## src/rtl/pistormx_pkg.sv

```systemverilog
// Shared definitions for the PistormX bus arbiter: state encoding, default grant timeout
// and the placement of the arbiter state inside the Pi-visible REG_STATUS word.
package pistormx_pkg;

  typedef enum logic [1:0] {
    OWNED   = 2'd0,
    GRANT   = 2'd1,
    GRANTED = 2'd2,
    RECLAIM = 2'd3
  } arb_state_e;

  localparam int DEFAULT_GRANT_TIMEOUT = 15;

  localparam int REG_STATUS_ARB_LSB = 11;
  localparam int REG_STATUS_ARB_MSB = REG_STATUS_ARB_LSB + 1;

  // Drops the arbiter state into an otherwise-empty REG_STATUS word for OR-merging.
  function automatic logic [15:0] status_arb_field(input logic [1:0] arb_state);
    logic [15:0] word;
    word = '0;
    word[REG_STATUS_ARB_MSB:REG_STATUS_ARB_LSB] = arb_state;
    return word;
  endfunction

endpackage

```

## src/rtl/pistormx_sync.sv

```systemverilog
// Reset-to-1 synchronizer chain for the active-low 68000 arbitration pins.
// Latency: SYNC_STAGES c7m falling edges; no backpressure.
module pistormx_sync #(
  parameter int SYNC_STAGES = 2
) (
  input  logic c7m,
  input  logic op_reqrst,
  input  logic async_i,
  output logic sync_o
);

  logic [SYNC_STAGES-1:0] chain_q;

  always_ff @(negedge c7m or posedge op_reqrst) begin
    if (op_reqrst) begin
      chain_q <= '1;
    end else begin
      chain_q <= {chain_q[SYNC_STAGES-2:0], async_i};
    end
  end

  assign sync_o = chain_q[SYNC_STAGES-1];

endmodule

```

## src/rtl/pistormx_bus_arbiter.sv

```systemverilog
// 68000 bus-mastership arbiter: Pi engine vs BR/BG/BGACK DMA masters, all outputs registered on c7m fall.
// Optional grant watchdog enabled by PISTORMX_GRANT_TIMEOUT_EN.
module pistormx_bus_arbiter
  import pistormx_pkg::*;
#(
  parameter int SYNC_STAGES   = 2,
  parameter int GRANT_TIMEOUT = DEFAULT_GRANT_TIMEOUT
) (
  input  logic       c7m,
  input  logic       op_reqrst,
  input  logic       m68k_br_n,
  input  logic       m68k_bgack_n,
  input  logic       cycle_idle,
  input  logic       op_req,
  output logic       start_ok,
  output logic       bus_release,
  output logic       m68k_bg_n,
  output logic [1:0] arb_state,
  output logic       arb_err
);

  logic br_sync_n;
  logic bgack_sync_n;
  logic br_s;
  logic bgack_s;

  pistormx_sync #(.SYNC_STAGES(SYNC_STAGES)) u_sync_br (
    .c7m      (c7m),
    .op_reqrst(op_reqrst),
    .async_i  (m68k_br_n),
    .sync_o   (br_sync_n)
  );

  pistormx_sync #(.SYNC_STAGES(SYNC_STAGES)) u_sync_bgack (
    .c7m      (c7m),
    .op_reqrst(op_reqrst),
    .async_i  (m68k_bgack_n),
    .sync_o   (bgack_sync_n)
  );

  assign br_s    = ~br_sync_n;
  assign bgack_s = ~bgack_sync_n;

  arb_state_e state_q, state_d;
  logic       bg_n_q, bg_n_d;
  logic       bus_release_q, bus_release_d;
  logic       start_ok_q, start_ok_d;
  logic       grant_expired;
  logic       grant_blocked;

`ifdef PISTORMX_GRANT_TIMEOUT_EN
  localparam int CNT_W = $clog2(GRANT_TIMEOUT + 1);

  logic [CNT_W-1:0] cnt_q, cnt_d;
  logic             err_q, err_d;
  logic             hold_q, hold_d;

  assign grant_expired = (state_q == GRANT) && (cnt_q == CNT_W'(GRANT_TIMEOUT - 1));
  // After a watchdog withdrawal, re-grant only once the requester has let go of BR.
  assign grant_blocked = hold_q;

  always_comb begin
    cnt_d  = '0;
    err_d  = err_q;
    hold_d = hold_q;
    if (state_q == GRANT) begin
      cnt_d = cnt_q + 1'b1;
    end
    if (grant_expired && !bgack_s && br_s) begin
      err_d  = 1'b1;
      hold_d = 1'b1;
    end else if (!br_s) begin
      hold_d = 1'b0;
    end
  end

  always_ff @(negedge c7m or posedge op_reqrst) begin
    if (op_reqrst) begin
      cnt_q  <= '0;
      err_q  <= 1'b0;
      hold_q <= 1'b0;
    end else begin
      cnt_q  <= cnt_d;
      err_q  <= err_d;
      hold_q <= hold_d;
    end
  end

  assign arb_err = err_q;
`else
  assign grant_expired = 1'b0;
  assign grant_blocked = 1'b0;
  assign arb_err       = 1'b0;
`endif

  always_comb begin
    state_d = state_q;
    case (state_q)
      OWNED: begin
        if (bgack_s) begin
          state_d = GRANTED;
        end else if (br_s && cycle_idle && !grant_blocked) begin
          state_d = GRANT;
        end
      end
      GRANT: begin
        if (bgack_s) begin
          state_d = GRANTED;
        end else if (!br_s || grant_expired) begin
          state_d = OWNED;
        end
      end
      GRANTED: begin
        if (!bgack_s) begin
          state_d = RECLAIM;
        end
      end
      RECLAIM: begin
        state_d = br_s ? GRANT : OWNED;
      end
      default: state_d = OWNED;
    endcase

    // Outputs follow the next state so every pin moves on the same edge as the state.
    bg_n_d        = (state_d != GRANT);
    bus_release_d = (state_d != OWNED);
    start_ok_d    = (state_d == OWNED) && !br_s;
  end

  always_ff @(negedge c7m or posedge op_reqrst) begin
    if (op_reqrst) begin
      state_q       <= OWNED;
      bg_n_q        <= 1'b1;
      bus_release_q <= 1'b0;
      start_ok_q    <= 1'b0;
    end else begin
      state_q       <= state_d;
      bg_n_q        <= bg_n_d;
      bus_release_q <= bus_release_d;
      start_ok_q    <= start_ok_d;
    end
  end

  assign arb_state   = state_q;
  assign m68k_bg_n   = bg_n_q;
  assign bus_release = bus_release_q;
  assign start_ok    = start_ok_q;

  // A pending Pi request is simply held off by start_ok; the arbiter never needs to see it.
  logic unused_ok;
  assign unused_ok = op_req;

endmodule

```

## config.mk

```make
export PLATFORM = sky130hd
export DESIGN_NAME = pistormx_bus_arbiter
export DESIGN_NICKNAME = d
export VERILOG_FILES = /design/src/rtl/pistormx_pkg.sv /design/src/rtl/pistormx_sync.sv /design/src/rtl/pistormx_bus_arbiter.sv
export SDC_FILE = /design/constraint.sdc
export NUM_CORES = 1
export LEC_CHECK = 0
export CAP_MARGIN = 40
export CORE_MARGIN = 4
export CORE_UTILIZATION = 25
export DETAILED_ROUTE_END_ITERATION = 8
export PLACE_DENSITY = 0.47
export SLEW_MARGIN = 0
export SYNTH_ARGS = -nofsm -noshare
export SYNTH_HDL_FRONTEND = slang
export SYNTH_SLANG_ARGS = --single-unit
```

## constraint.sdc

```tcl
create_clock -name c7m -period 1.1 [get_ports c7m]
set_clock_uncertainty 0.05 [all_clocks]
set_input_delay 0.22 -clock c7m [delete_from_list [all_inputs] [get_ports c7m]]
set_output_delay 0.22 -clock c7m [all_outputs]
set_load 0.005 [all_outputs]
```

* Yosys cells after proc, flatten, opt, wreduce, memory -nomap -nowiden
Index checks and enable logic that the tools add are counted.
Storage, ports and cells: flip-flop bits (word level) 9, input port bits 6
Cells by class: reductions and logical operators 5, bitwise operators 1, muxes and demuxes 7, eq/ne operators 4
Operators with widths (count):
- two-way mux 2 bit | 5
- one-hot mux 2 bit (4 select lines) | 1
- == test 2 bit, second input constant | 2
- logical NOT 2 bit | 2
- == test 2 x 1 -> 1 bit, second input constant | 1
- logical AND 1 bit | 2
- inequality test 2 x 1 -> 1 bit, second input constant | 1
- nonzero test 2 bit | 1
- two-way mux 1 bit | 1
- inverter 1 bit | 1

* Logic depth before layout (Yosys ltp)
Gate-level depths: netlist of the first run.
depth in word-level cells 7, depth in mapped cells 2

* Hierarchy
Synthesis of the first run repeated with hierarchy kept, for this count alone.
Unflattened totals: cells, all modules 30, area total of the unflattened synthesis 352.8 µm²
By module, submodules not included:
- pistormx_bus_arbiter | area an instance 232.7 µm², seq. area each 126.4 µm², cells each 22, times used 1
- pistormx_sync | area an instance 60.1 µm², seq. area each 52.6 µm², cells each 4, times used 2

==> results of run 1 <==
cell usage in the layout (no fill, tap or decap), drive strengths merged:
cell	count
mux2i	1
a32oi	1
nor2	2
clkdlybuf4s50	3
dfstp	5
o221ai	1
o21bai	1
dfrtn	4
nand3b	2
inv	8
o311ai	1
buf	10
nor2b	2
conb	1
clkbuf	4
stage by stage:
step                      hold slack, ns   util
after floorplan                    0.295      -
after global placement             0.297  0.362
after detailed placement           0.298  0.362
after CTS                          0.305  0.381
after global routing               0.305  0.397
final                              0.304  0.397
power by group:
part	internal (mW)	switching, mW
Combinational	0.218	0.191
Clock	0.164	0.150
Sequential	0.429	0.0346
flip-flops by register name, indices dropped and copies added, names as in the netlist:
| name | flops |
|---|---|
| m68k_bg_n | 1 |
| start_ok | 1 |
| bus_release | 1 |
| u_sync_br.chain_q | 2 |
| arb_state | 2 |
| u_sync_bgack.chain_q | 2 |
what timing repair did:
action / CTS / global route
pin swaps: 3 / 1
setup endpoints to repair: 8 / 7
hold endpoints to repair: 0 / 0
setup buffers: 0 / 1
gates resized for setup: 27 / 3
metal layers:
| layer | up-vias | track usage | wire length (um) |
|---|---|---|---|
| li1 | 124 | - | - |
| met1 | 131 | 0.0827 | 240 |
| met2 | 11 | 0.130 | 356 |
| met3 | 4 | 0.0159 | 56 |
| met4 | 0 | 0.123 | 42 |
| met5 | - | 0 | 0 |
worst paths after layout:
path	depth (start not counted)	from	endpoint	slack (ns)
min in group asynchronous	3	op_reqrst	arb_state[1]	0.75
min reg2reg	0	u_sync_bgack.chain_q[0]	u_sync_bgack.chain_q[1]	0.30
max reg2reg	3	arb_state[1]	start_ok	0.04
min	0	u_sync_bgack.chain_q[0]	u_sync_bgack.chain_q[1]	0.30
max	1	m68k_bg_n	m68k_bg_n	-0.63
max in group asynchronous	3	op_reqrst	start_ok	0.11
logic make-up after synthesis:
| group | count (synthesis) |
|---|---|
| other | 1 |
| flip-flops | 9 |
| buffers and inverters | 5 |
| AO/OA/AOI/OAI | 4 |
| AND/OR/NAND/NOR | 6 |
| multiplexers | 1 |
worst reg2reg max path, stage by stage, from the launching register on:
cell and delay (ns):
dfrtn_1 0.41, buf_6 0.14, mux2i_2 0.23, nor2_1 0.06
cell type report:
cell class / instances / area share
timing repair buffer: 13 / 0.194
inverter: 3 / 0.0218
tap: 15 / 0.0363
multi-input combinational: 12 / 0.213
sequential: 9 / 0.448
clock buffer: 4 / 0.0508
clock inverter: 5 / 0.0363
==> qor.yml, run 1 <==
logic_synthesis:
  synth_top_family_by_area: "compound AO/OA/AOI/OAI gates"
  synthesis.area_um2: 344
  synth_ff_type: "dfstp_2"
  netlist_instances: 26
  async_reset_ff_frac: 1.00
  synth_top_cell_area_share: 0.382
  ys_ff_latch: 9
  synth_top_area_cell: "dfstp_2"
  synth_warnings: 0
  synth_compound_area_frac: 0.120
  yosys.area_share.simple: 0.102
  synth.most_common_cell: "dfstp_2"
  ys_seq_area_frac: 0.673
  synthAdderAreaFrac: 0
  synthXorXnorAreaFrac: 0
  ys_top_cells_by_count: "dfstp_2, dfrtn_1, inv_1"
  synthTopCellsByArea: "dfstp_2, dfrtn_1, o311ai_2"
  yosysUniqueCellTypes: 13
  avgSynthCellArea_um2: 13.2
  synth.area.mux_share: 0.0291
  synth-edff-count: 0
  syn-num-nets: 32
status:
  status: "complete, but fails checks"
  violations: "negative setup slack"
setup_path:
  path_class: "register to output port"
  crit_chain: "buf_6"
  worst_setup_path_end_kind: "output port"
  crit_slowest_cell: "dfstp_2"
  worstPathArrival_ns: 1.46
  cpLargestDelayFamily: "flip-flops"
  cp-start-kind: "register"
  cp_max_fo: 1
  timing.critical_path.buf_inv: 1
  slowest_delay_ns: 0.51
  required_ns: 0.83
placement:
  dp_worst_setup_slack_ns: -0.703
  dp.cells: 52
  place_area_um2: 470
  gp_congestion: 0.625
  port_buffers: 9
power:
  power.total_mw: 1.19
  p_leak_nw: 0.248
  powerDensity_nw_per_um2: 2290
  max-vdd-ir-drop_mv: 0.742
layout:
  layout.cells.non_filler: 61
  finalNetCount: 53
  n_antenna_cell: 0
  stdcell_area_um2: 517
  fillers: 142
  seq_area_um2: 231
  multi_input_area_um2: 110
  syn_to_final_growth_pct: 50.2
  drive_gt1_frac: 0.500
global_routing:
  grt_antenna_before_repair: 0
  grtUsageTotal: 0.0860
  grt_max_degree: 8
  grt_pass1_vias: 264
  grt_pass1_wl_um: 1130
  grt_remaining_overflow: 0
floorplan:
  pin_count: 12
  row_count: 13
  core-area_um2: 1300
  dieArea_um2: 2030
  initial_core_util: 0.264
  chipHeight_um: 45.1
  die_width_um: 45.1
sta:
  tns_ns: -2.60
  setup_viol: 5
  hold_violations: 0
  finalWorstSetupSlack_ns: -0.627
  slew_violations: 0
  rsz0062_at_grt: "yes"
detailed_routing:
  vias: 270
  detail_route.iter0.violations: 4
  via_per_inst: 4.43
  antenna_left: 0
  drt-pass1-iter-count: 4
  wl_um: 695
  drcViolationCount: 0
  wl_per_cell_um: 11.4
clock_tree:
  holdBufCountCts: 0
  cts_tree: "yes"
  cts-buffers-inserted: 3
  cts.htree.levels: 1
  cts_sinks: 9
  clk_latency_ns: 0.32
  clockBufferDepth: 2
  root_buffer: "clkbuf_4"
  clkSlewWorstSetupHoldPaths_ns: 0.03
run:
  cap_violations: 0
min_path:
  hold_path_class: "register to register"
Note: power is estimated with default switching activity, not from simulation.
==> run 2: changes to the inputs <==
- TNS_END_PERCENT: not set -> 5
- clock period: 1.1 -> 2.03 ns (I/O delays scaled with it)
==> qor.yml, run 2 (same netlist as run 1, synthesis figures left out) <==
power:
  p_leak_nw: 0.243  # -2.1%
  power.total_mw: 0.594  # -50%
  max-vdd-ir-drop_mv: 0.428  # -42%
  powerDensity_nw_per_um2: 1210  # -47%
clock_tree:
  cts.htree.levels: 1  # unchanged
  clkSlewWorstSetupHoldPaths_ns: 0.03  # about the same
  root_buffer: "clkbuf_4"
  clockBufferDepth: 2  # unchanged
  holdBufCountCts: 0  # unchanged
  cts_tree: "yes"
  clk_latency_ns: 0.31  # about the same
  cts_sinks: 9  # unchanged
  cts-buffers-inserted: 3  # unchanged
placement:
  dp_worst_setup_slack_ns: -0.423  # +0.279 ns
  place_area_um2: 468  # -0.53%
  port_buffers: 9  # unchanged
  gp_congestion: 0.657  # +5.1%
detailed_routing:
  drt-pass1-iter-count: 2  # -2
  wl_um: 587  # -16%
  drcViolationCount: 0  # unchanged
  via_per_inst: 4.27  # -3.6%
  wl_per_cell_um: 9.78  # -14%
  antenna_left: 0  # unchanged
  vias: 256  # -5.2%
  detail_route.iter0.violations: 1  # -3
setup_path:
  r2r_end: "arb_state[0]"
  path_class: "register to output port"
  worst_setup_path_end_kind: "output port"
  crit_slowest_cell: "dfstp_2"
  worst-r2r-cell-count: 2  # -1
  timing.critical_path.buf_inv: 1  # unchanged
  worstPathArrival_ns: 1.92  # +0.46 ns
  cp-start-kind: "register"
  required_ns: 1.57  # +0.74 ns
  cp_max_fo: 1  # unchanged
  worstSetupEndpoint: "m68k_bg_n"
  startpoint: "m68k_bg_n"
  slowest_delay_ns: 0.51  # about the same
  r2r_start: "u_sync_br.chain_q[1]"
  cpLargestDelayFamily: "flip-flops"
  crit_chain: "buf_6"
  r2r_slack_ns: 0.98  # +0.94 ns
  cp_num_cells: 1  # unchanged
run:
  cap_violations: 0  # unchanged
layout:
  fillers: 148  # +4.2%
  mostFrequentLayoutCell: "inv_1"
  stdcell_area_um2: 489  # -5.3%
  syn_to_final_growth_pct: 42.2
  finalNetCount: 52  # -1.9%
  multi_input_area_um2: 90.1  # -18%
  n_antenna_cell: 0  # unchanged
  drive_gt1_frac: 0.400  # -0.100
  seq_area_um2: 231  # unchanged
  layout.cells.most_common_list: "inv_1, dfstp_2, dfrtn_1, buf_2"
floorplan:
  chipHeight_um: 45.1  # unchanged
  dieArea_um2: 2030  # unchanged
  die_width_um: 45.1  # unchanged
  pin_count: 12  # unchanged
  initial_core_util: 0.264  # unchanged
  row_count: 13  # unchanged
  core-area_um2: 1300  # unchanged
global_routing:
  grt_pass1_wl_um: 1090  # -3.6%
  grt_antenna_before_repair: 0  # unchanged
  grt_max_degree: 8  # unchanged
  grt_remaining_overflow: 0  # unchanged
  grt_pass1_vias: 303  # +15%
  grtUsageTotal: 0.0784  # -0.00757
sta:
  setup_viol: 5  # unchanged
  rsz0062_at_grt: "yes"
  hold_violations: 0  # unchanged
  slew_violations: 0  # unchanged
  finalWorstSetupSlack_ns: -0.349  # +0.277 ns
status:
  violations: "negative setup slack"
  status: "complete, but fails checks"
min_path:
  hp-start: "u_sync_bgack.chain_q[0]"
  hold_path_class: "register to register"
-- run 2: area by class of cell --
cell class	count	share of cell area
inverter	3	0.0230
sequential	9	0.473
clock inverter	6	0.0460
tap	15	0.0384
timing repair buffer	12	0.189
clock buffer	3	0.0460
multi-input combinational	12	0.184
-- run 2: power breakdown --
| part | total, mW | internal [mW] | switching, mW |
|---|---|---|---|
| clock network | 0.166 | 0.0845 | 0.0812 |
| logic | 0.179 | 0.0969 | 0.0819 |
| registers | 0.249 | 0.232 | 0.0169 |
-- run 2: routing by layer --
layer  global-route usage  share of wire  up-vias
met5                    0              0        -
met4               0.0819          0.017        0
met3               0.0478           0.12        2
met2                0.127           0.56       11
met1               0.0599           0.29      120
li1                     -              -      123
-- run 2: worst min-delay path by stage --
stage	to	slack (ns)	depth (start not counted)
6_report	u_sync_bgack.chain_q[1]	0.30	0
5_1_grt	u_sync_bgack.chain_q[1]	0.33	0
4_1_cts	u_sync_br.chain_q[1]	0.31	0
3_5_place_dp	u_sync_br.chain_q[1]	0.30	0
3_3_place_gp	u_sync_br.chain_q[1]	0.30	0
2_1_floorplan	u_sync_bgack.chain_q[1]	0.30	0
-- run 2: metrics by stage --
step                TNS, ns  hold slack [ns]  utilization  std cells
floorplan                 0            0.295            -         26
global placement      -2.50            0.297        0.360         52
detailed placement    -2.54            0.300        0.360         52
CTS                   -1.23            0.308        0.371         60
global route          -1.32            0.328        0.376         60
finish                -1.17            0.305        0.376         60
-- run 2: what timing repair did --
action | in CTS | in global routing
setup endpoints to repair | 7 | 5
resized for setup | 21 | 1
setup buffers | 0 | 0
